## config.mk

```make
export PLATFORM = sky130hd
export DESIGN_NAME = spi_cmd_controller
export DESIGN_NICKNAME = d
export VERILOG_FILES = /design/src/rtl/spi_cmd_controller.sv
export SDC_FILE = /design/constraint.sdc
export NUM_CORES = 1
export LEC_CHECK = 0
export CORE_MARGIN = 3
export CORE_UTILIZATION = 57
export DETAILED_ROUTE_END_ITERATION = 10
export GPL_TIMING_DRIVEN = 0
export PLACE_DENSITY_LB_ADDON = 0.08
export SLEW_MARGIN = 30
export SYNTH_ARGS = -nofsm -noshare
export SYNTH_HDL_FRONTEND = slang
export SYNTH_SLANG_ARGS = --single-unit
export TNS_END_PERCENT = 20
```

## constraint.sdc

```tcl
create_clock -name clk -period 5 [get_ports clk]
set_input_delay 0.5 -clock clk [delete_from_list [all_inputs] [get_ports clk]]
set_output_delay 0.5 -clock clk [all_outputs]
set_load 0.01 [all_outputs]
```

## src/rtl/spi_cmd_controller.sv

```systemverilog
`default_nettype none
// ============================================================================
// Module      : spi_cmd_controller
// Description : One-byte command sequencer that streams SPI image bytes into
//               the BNN image buffer, clears it, and launches inference.
// Revision    : 1.0 - initial release
// ============================================================================
module spi_cmd_controller #(
    parameter int IMG_BYTES      = 98,
    parameter int TIMEOUT_CYCLES = 100000,
    parameter int RESULT_W       = 4
) (
    input  logic                         clk,
    input  logic                         rst,
    input  logic [7:0]                   spi_rx_data,
    input  logic                         byte_valid,
    output logic                         byte_taken,
    output logic                         rx_enable,
    output logic                         img_we,
    output logic [$clog2(IMG_BYTES)-1:0] img_addr,
    output logic [7:0]                   img_wdata,
    output logic                         infer_start,
    input  logic                         infer_done,
    input  logic [RESULT_W-1:0]          infer_result,
    output logic [RESULT_W-1:0]          result,
    output logic                         result_valid,
    output logic                         image_loaded,
    output logic                         busy,
    output logic                         error
);

    localparam int c_ADDR_W = $clog2(IMG_BYTES);
    localparam int c_TO_W   = $clog2(TIMEOUT_CYCLES + 1);

    localparam logic [c_ADDR_W-1:0] c_LAST_ADDR = c_ADDR_W'(IMG_BYTES - 1);
    localparam logic [c_TO_W-1:0]   c_TO_LAST   = c_TO_W'(TIMEOUT_CYCLES - 1);

    localparam logic [7:0] c_CMD_CLEAR = 8'h01;
    localparam logic [7:0] c_CMD_LOAD  = 8'h02;
    localparam logic [7:0] c_CMD_START = 8'h03;

    localparam logic [1:0] c_ST_IDLE  = 2'd0;
    localparam logic [1:0] c_ST_CLEAR = 2'd1;
    localparam logic [1:0] c_ST_LOAD  = 2'd2;
    localparam logic [1:0] c_ST_INFER = 2'd3;

    logic [1:0]          r_state;
    logic [1:0]          w_state_nxt;
    logic [c_ADDR_W-1:0] r_cnt;
    logic [c_TO_W-1:0]   r_idle_cnt;
    logic                r_take_block;
    logic                r_byte_taken;
    logic                r_wr_we;
    logic [c_ADDR_W-1:0] r_wr_addr;
    logic [7:0]          r_wr_data;
    logic                r_infer_d;
    logic                r_infer_start;
    logic [RESULT_W-1:0] r_result;
    logic                r_result_valid;
    logic                r_image_loaded;
    logic                r_error;

    logic w_accept;
    logic w_cmd_clear;
    logic w_cmd_load;
    logic w_cmd_bad;
    logic w_load_byte;
    logic w_load_last;
    logic w_timeout;
    logic w_done;

    // take_block hides the peripheral's still-high byte_valid right after a take
    assign w_accept = byte_valid && !r_take_block &&
                      ((r_state == c_ST_IDLE) || (r_state == c_ST_LOAD));

    always_comb begin
        w_state_nxt = r_state;
        w_cmd_clear = 1'b0;
        w_cmd_load  = 1'b0;
        w_cmd_bad   = 1'b0;
        w_load_byte = 1'b0;
        w_load_last = 1'b0;
        w_timeout   = 1'b0;
        w_done      = 1'b0;
        case (r_state)
            c_ST_IDLE: begin
                if (w_accept) begin
                    case (spi_rx_data)
                        c_CMD_CLEAR: begin
                            w_cmd_clear = 1'b1;
                            w_state_nxt = c_ST_CLEAR;
                        end
                        c_CMD_LOAD: begin
                            w_cmd_load  = 1'b1;
                            w_state_nxt = c_ST_LOAD;
                        end
                        c_CMD_START: begin
                            if (r_image_loaded) begin
                                w_state_nxt = c_ST_INFER;
                            end else begin
                                w_cmd_bad = 1'b1;
                            end
                        end
                        default: w_cmd_bad = 1'b1;
                    endcase
                end
            end
            c_ST_CLEAR: begin
                if (r_cnt == c_LAST_ADDR) begin
                    w_state_nxt = c_ST_IDLE;
                end
            end
            c_ST_LOAD: begin
                if (w_accept) begin
                    w_load_byte = 1'b1;
                    if (r_cnt == c_LAST_ADDR) begin
                        w_load_last = 1'b1;
                        w_state_nxt = c_ST_IDLE;
                    end
                end else if (r_idle_cnt == c_TO_LAST) begin
                    w_timeout   = 1'b1;
                    w_state_nxt = c_ST_IDLE;
                end
            end
            c_ST_INFER: begin
                // A done level left over from before the launch pulse is not trusted
                if (infer_done && r_infer_d && !r_infer_start) begin
                    w_done      = 1'b1;
                    w_state_nxt = c_ST_IDLE;
                end
            end
            default: w_state_nxt = c_ST_IDLE;
        endcase
    end

    always_ff @(posedge clk or posedge rst) begin
        if (rst) begin
            r_state <= c_ST_IDLE;
        end else begin
            r_state <= w_state_nxt;
        end
    end

    always_ff @(posedge clk or posedge rst) begin
        if (rst) begin
            r_cnt          <= '0;
            r_idle_cnt     <= '0;
            r_take_block   <= 1'b0;
            r_byte_taken   <= 1'b0;
            r_wr_we        <= 1'b0;
            r_wr_addr      <= '0;
            r_wr_data      <= '0;
            r_infer_d      <= 1'b0;
            r_infer_start  <= 1'b0;
            r_result       <= '0;
            r_result_valid <= 1'b0;
            r_image_loaded <= 1'b0;
            r_error        <= 1'b0;
        end else begin
            r_byte_taken  <= w_accept;
            r_wr_we       <= w_load_byte;
            r_infer_d     <= (r_state == c_ST_INFER);
            r_infer_start <= (r_state == c_ST_INFER) && !r_infer_d;

            if (w_accept) begin
                r_take_block <= 1'b1;
            end else if (!byte_valid) begin
                r_take_block <= 1'b0;
            end

            if (w_load_byte) begin
                r_wr_addr <= r_cnt;
                r_wr_data <= spi_rx_data;
            end

            // Shared address counter for CLEAR sweeps and LOAD writes, saturating
            if (w_cmd_clear || w_cmd_load) begin
                r_cnt <= '0;
            end else if (((r_state == c_ST_CLEAR) || w_load_byte) && (r_cnt != c_LAST_ADDR)) begin
                r_cnt <= r_cnt + c_ADDR_W'(1);
            end

            if ((r_state != c_ST_LOAD) || w_accept) begin
                r_idle_cnt <= '0;
            end else begin
                r_idle_cnt <= r_idle_cnt + c_TO_W'(1);
            end

            if (w_cmd_clear) begin
                r_error <= 1'b0;
            end else if (w_cmd_bad || w_timeout) begin
                r_error <= 1'b1;
            end

            if (w_cmd_clear || w_cmd_load) begin
                r_image_loaded <= 1'b0;
            end else if (w_load_last) begin
                r_image_loaded <= 1'b1;
            end

            if (w_cmd_clear || w_cmd_load) begin
                r_result_valid <= 1'b0;
            end else if (w_done) begin
                r_result_valid <= 1'b1;
            end

            if (w_done) begin
                r_result <= infer_result;
            end
        end
    end

    assign byte_taken   = r_byte_taken;
    assign rx_enable    = (r_state == c_ST_IDLE) || (r_state == c_ST_LOAD);
    assign busy         = (r_state != c_ST_IDLE);
    assign img_we       = (r_state == c_ST_CLEAR) || r_wr_we;
    assign img_addr     = (r_state == c_ST_CLEAR) ? r_cnt : r_wr_addr;
    assign img_wdata    = (r_state == c_ST_CLEAR) ? 8'h00 : r_wr_data;
    assign infer_start  = r_infer_start;
    assign result       = r_result;
    assign result_valid = r_result_valid;
    assign image_loaded = r_image_loaded;
    assign error        = r_error;

endmodule
`default_nettype wire

```

# Word level (Yosys, flattened, before mapping)
# Cells that the tools add are included.
# Widths: inputs -> output; s select.
dict set report totals {
  ff_bits 53
  inputBits 16
  out_inout_bits 27
  word_cells 96
}
dict set report op_classes {
  n_reduce_logical 23
  n_eq_ne 16
  n_addsub 2
  mux 41
}
# op n
set op_table {}
lappend op_table {{$mux 1} 27}
lappend op_table {{$mux 7} 3}
lappend op_table {{$add 17x1->17 const B} 1}
lappend op_table {{$eq 17x17->1 const B} 1}
lappend op_table {{$mux 17} 1}
lappend op_table {{$eq 8x2->1 const B} 2}
lappend op_table {{$mux 2} 6}
lappend op_table {{$reduce_bool 2->1} 5}
lappend op_table {{$eq 8x1->1 const B} 1}
lappend op_table {{$mux 8} 1}
lappend op_table {{$pmux 2 s4} 1}
lappend op_table {{$add 7x1->7 const B} 1}
lappend op_table {{$eq 7x7->1 const B} 1}
lappend op_table {{$ne 7x7->1 const B} 1}
lappend op_table {{$logic_and 1x1->1} 6}
lappend op_table {{$logic_or 1x1->1} 6}
lappend op_table {{$ne 2x2->1 const B} 3}
lappend op_table {{$pmux 2 s3} 1}
lappend op_table {{$reduce_and 5->1} 1}
lappend op_table {{$eq 2x2->1 const B} 2}
lappend op_table {{$ne 4x1->1 const B} 1}
lappend op_table {{$logic_not 1->1} 3}
lappend op_table {{$ne 3x2->1 const B} 1}
lappend op_table {{$ne 3x3->1 const B} 1}
lappend op_table {{other kinds (5)} 5}

# Longest topological paths before layout
dict set report depth {
  ltp_word 9
  ltp_mapped 6
}

# Worst setup path after synthesis
# OpenSTA, ideal clock, no wires.
dict set report synth_path {
  path_type {reg2out}
  startpoint {register r_state[1]}
  endpoint {output img_addr[1]}
  stages_incl_launch_ff 5
  required_time_ns 4.500
  setup_slack_ns 3.284
  arrival_ns 1.216
  path_cell_list {dfrtp_1 clkbuf_1 nand2b_1 clkbuf_1 o21ai_0}
}
dict set report synth_via {
  elab_chain_len 2
}
# item line
set synth_rtl {}
lappend synth_rtl {{start, declared} 47} ;# logic [1:0] r_state;
lappend synth_rtl {{start signal, assigned} 138} ;# r_state <= c_ST_IDLE;
lappend synth_rtl {{start signal, assigned} 140} ;# r_state <= w_state_nxt;
lappend synth_rtl {{$eq 2x1->1} 217} ;# assign img_addr = (r_state == c_ST_CLEAR) ? r_cnt : r_wr_addr;
lappend synth_rtl {{$mux 7} 217}
lappend synth_rtl {{end, declared} 20} ;# output logic [$clog2(IMG_BYTES)-1:0] img_addr,
# No other way between the ends.

# Final worst setup path
dict set report layout_path {
  startpoint {register r_state[1]}
  endpoint {output img_wdata[6]}
}
dict set report layout_via {
  elab_chain_len 2
}
# item line
set layout_rtl {}
lappend layout_rtl {{$eq 2x1->1} 218} ;# assign img_wdata = (r_state == c_ST_CLEAR) ? 8'h00 : r_wr_data;
lappend layout_rtl {{$mux 8} 218}
lappend layout_rtl {{end, declared} 21} ;# output logic [7:0] img_wdata,
# No other way between the ends.

==> metrics.md <==
| Metric | Value |
|---|---|
| Status | `completed` |
| Avg Synthesized Cell Area | `10.41 µm²` |
| Share of cells above drive strength 1 | `12.91%` |
| Mapped Area | `0.002614 mm²` |
| Final Hold Fails | `0` |
| CP Cell Sequence | `clkbuf_1 -> nand2b_1 -> clkbuf_1 -> and2_1 -> clkdlybuf4s50_1` |
| Via count | `1980` |
| WP data arrival | `2.32 ns` |
| First-pass GRT wire length | `8838 µm` |
| Slew headroom | `56.65%` |
| Starting Density | `62.21%` |
| P&R area growth vs syn | `23.79%` |
| Clock slew at reported path FFs | `0.09 ns` |
| Cell variety after synth | `44` |
| Slack of the worst reg-to-reg path | `3.07 ns` |
| CTS-repair resized insts | `0` |
| CTS hold repair buffers | `0` |
| All-Layer GR Usage | `21.13%` |
| DR vias/cell | `5.625` |
| Vias in the first global route | `1985` |
| Syn Nets | `270` |
| CTS buffer count | `5` |
| RSZ-0062 raised after global routing | `false` |
| Residual DRC count | `0` |
| Grt ovf | `0` |
| Slowest cell delay on critical path | `0.55 ns` |
| Worst slew pin tran | `0.6467 ns` |
| Post-CTS Setup Repair Bufs | `0` |
| Core Area | `0.004202 mm²` |
| CP dominant cell by count | `clkbuf_1` |
| Worst VDD drop | `0.0003301 V` |
| Cells after synthesis | `251` |
| Core Rows | `23` |
| Worst reg-to-reg path cell count | `6` |
| Crit start category | `register` |
| Final Net Count | `320` |
| Post-DR wirelength/cell | `14.96 µm` |
| GP Congestion | `0.7389` |
| WS Path Type | `reg -> out` |
| Routed wire length | `5265 µm` |
| Max Cap Viol | `0` |
| Worst reg2reg path endpoint | `error` |
| Hold Path Sink | `infer_start` |
| H-tree depth | `2` |
| Final setup TNS | `0 ns` |
| Die area | `0.005434 mm²` |
| DRT Pass-1 Iters | `4` |
| Clock period minus worst slack | `2.818 ns` |
| Initial antenna violation count | `0` |
| Clock Sinks | `53` |
| Fmax | `0.3548 GHz` |
| CTS tree | `done` |
| Bufs on Longest Clock Path | `2` |
| Largest net degree at the start of global routing | `38` |
| Pins Over Slew Limit | `0` |
| Antenna Cells | `0` |
| Post-synthesis sequential area ratio | `50.74%` |
| Critical path's slowest cell | `clkdlybuf4s50_1` |
| Flops & latches, synth | `53` |
| Period utilization | `56.37%` |
| DRT iter0 DRCs | `105` |
| Setup-failing EPs final | `0` |
| Clk_lat worst skew | `0.31 ns` |
| Root Driver | `clkbuf_8` |
| Post-layout util | `77.01%` |
| Critical Path Fanout Max | `10` |
| I/O pins | `43` |
| CP required | `4.50 ns` |
| Ys flop type | `dfrtp_1` |
| Worst min path class | `reg -> reg` |
| Die H | `73.72 µm` |
| Hold path start | `r_infer_d` |
| CP endpoint kind | `output pin` |
| P_leak | `1.371 nW` |
| PortBufs | `42` |
| Ys Warns | `0` |
| Routed Antenna Nets | `0` |
| Number of synthesized flops with an enable pin | `0` |
| Detailed-placement wirelength estimate | `3828 µm` |
| Crit Reg-Reg Startpoint | `r_idle_cnt[0]` |
| P per Cell Area | `460.5 mW/mm²` |
| Cell depth of the worst min-delay path | `1` |
| Max Clock Skew | `0.006215 ns` |
| Post-synth ARST share | `100.0%` |
| Horiz. Die Dim | `73.72 µm` |
flip-flops by register name, indices dropped and copies added, names as in the netlist:
name / count
r_wr_we: 1
r_wr_addr: 7
r_idle_cnt: 17
image_loaded: 1
r_infer_d: 1
r_wr_data: 8
r_take_block: 1
infer_start: 1
byte_taken: 1
r_cnt: 7
result_valid: 1
result: 4
error: 1
r_state: 2
routing by layer:
layer	track usage, %	share of wire [%]	vias to the layer above
met5	0	0	-
met4	6.036	1.2	0
met3	4.241	4.9	5
met2	34.25	47	50
met1	28.81	47	943
li1	-	-	982
power breakdown:
part / switching (mW) / internal, mW / total (mW)
sequential: 0.0671 / 0.537 / 0.604
combinational: 0.269 / 0.319 / 0.588
clock: 0.134 / 0.163 / 0.297
total: 0.470 / 1.02 / 1.49
layout by cell type, fill, tap and decap left out, types with 2 or more instances in the layout:
master / Yosys / final
o2111ai_1: 3 / 3
a21oi_1: 8 / 8
nand2b_1: 6 / 6
ha_1: 3 / 3
nor3_1: 3 / 3
a21bo_2: 2 / 2
nand3b_1: 2 / 2
xnor2_1: 6 / 6
nand2_1: 26 / 26
a211oi_1: 2 / 2
nand3_1: 6 / 6
nand4_1: 6 / 6
or3_1: 5 / 5
clkbuf_8: 0 / 6
clkbuf_1: 8 / 9
nor4_1: 3 / 3
and2_1: 12 / 12
dfrtp_1: 53 / 53
nor2_1: 24 / 24
and3_1: 4 / 4
buf_2: 3 / 3
nor2b_1: 2 / 2
mux2_2: 19 / 19
o21ai_0: 6 / 6
inv_1: 6 / 5
xor2_1: 10 / 10
clkdlybuf4s50_1: 0 / 42
nand4b_1: 5 / 5
Yosys cell counts (all sizes together) (8+ instances only):
cell / count / share of area [%]
a21oi: 8 / 1.5
and2: 12 / 2.9
clkbuf: 9 / 1.3
dfrtp: 53 / 51
mux2: 19 / 8.2
nand2: 26 / 3.7
nor2: 24 / 3.4
xor2: 10 / 3.4
worst max path at each step:
stage | from | end | slack (ns) | cells past startpoint
5_1_grt | r_state[1] | img_addr[5] | 1.99 | 6
2_1_floorplan | rst | byte_taken | 3.21 | 1
6_report | r_state[1] | img_wdata[6] | 2.18 | 5
4_1_cts | r_state[1] | img_wdata[6] | 2.15 | 5
3_5_place_dp | r_state[1] | img_wdata[6] | 2.49 | 5
3_3_place_gp | rst | r_wr_data[4] | 2.26 | 2
critical path, delay by kind of cell, from the launching register on:
family | cells | cell delay [ns]
buf+inv | 3 | 1.19
flops | 1 | 0.33
simple gates | 2 | 0.50
cells by family after synthesis:
group | share of synthesized area, %
xor+xnor | 5.361
compound gates | 7.899
simple gates | 23.60
flops | 50.74
mux | 8.186
fa+ha+maj | 1.436
buf+inv | 2.776
stage by stage:
stage                     cells  worst slack [ns]  hold WS, ns  total power [mW]  instance area (µm²)
final                       352             2.182       0.4383             1.490                 3236
after global routing        352             1.994       0.4632             1.585                 3236
after CTS                   352             2.155       0.4437             1.503                 3236
after detailed placement    344             2.489       0.4357             1.205                 3119
after global placement      343             2.258       0.4097             1.176                 3097
after floorplan             251             3.214       0.4034            0.9310                 2614
cell type report:
cell class              count  area [µm²]
multi-input cells         180        1215
clock buffers               7       86.33
inverters                   6       25.02
flip-flops and latches     53        1326
well taps                  50       62.56
fillers                   304       965.9
clock inverters             1       30.03
repair buffers             43       440.4
plain buffers              12       50.05
Note: power is estimated with default switching activity, not from simulation.
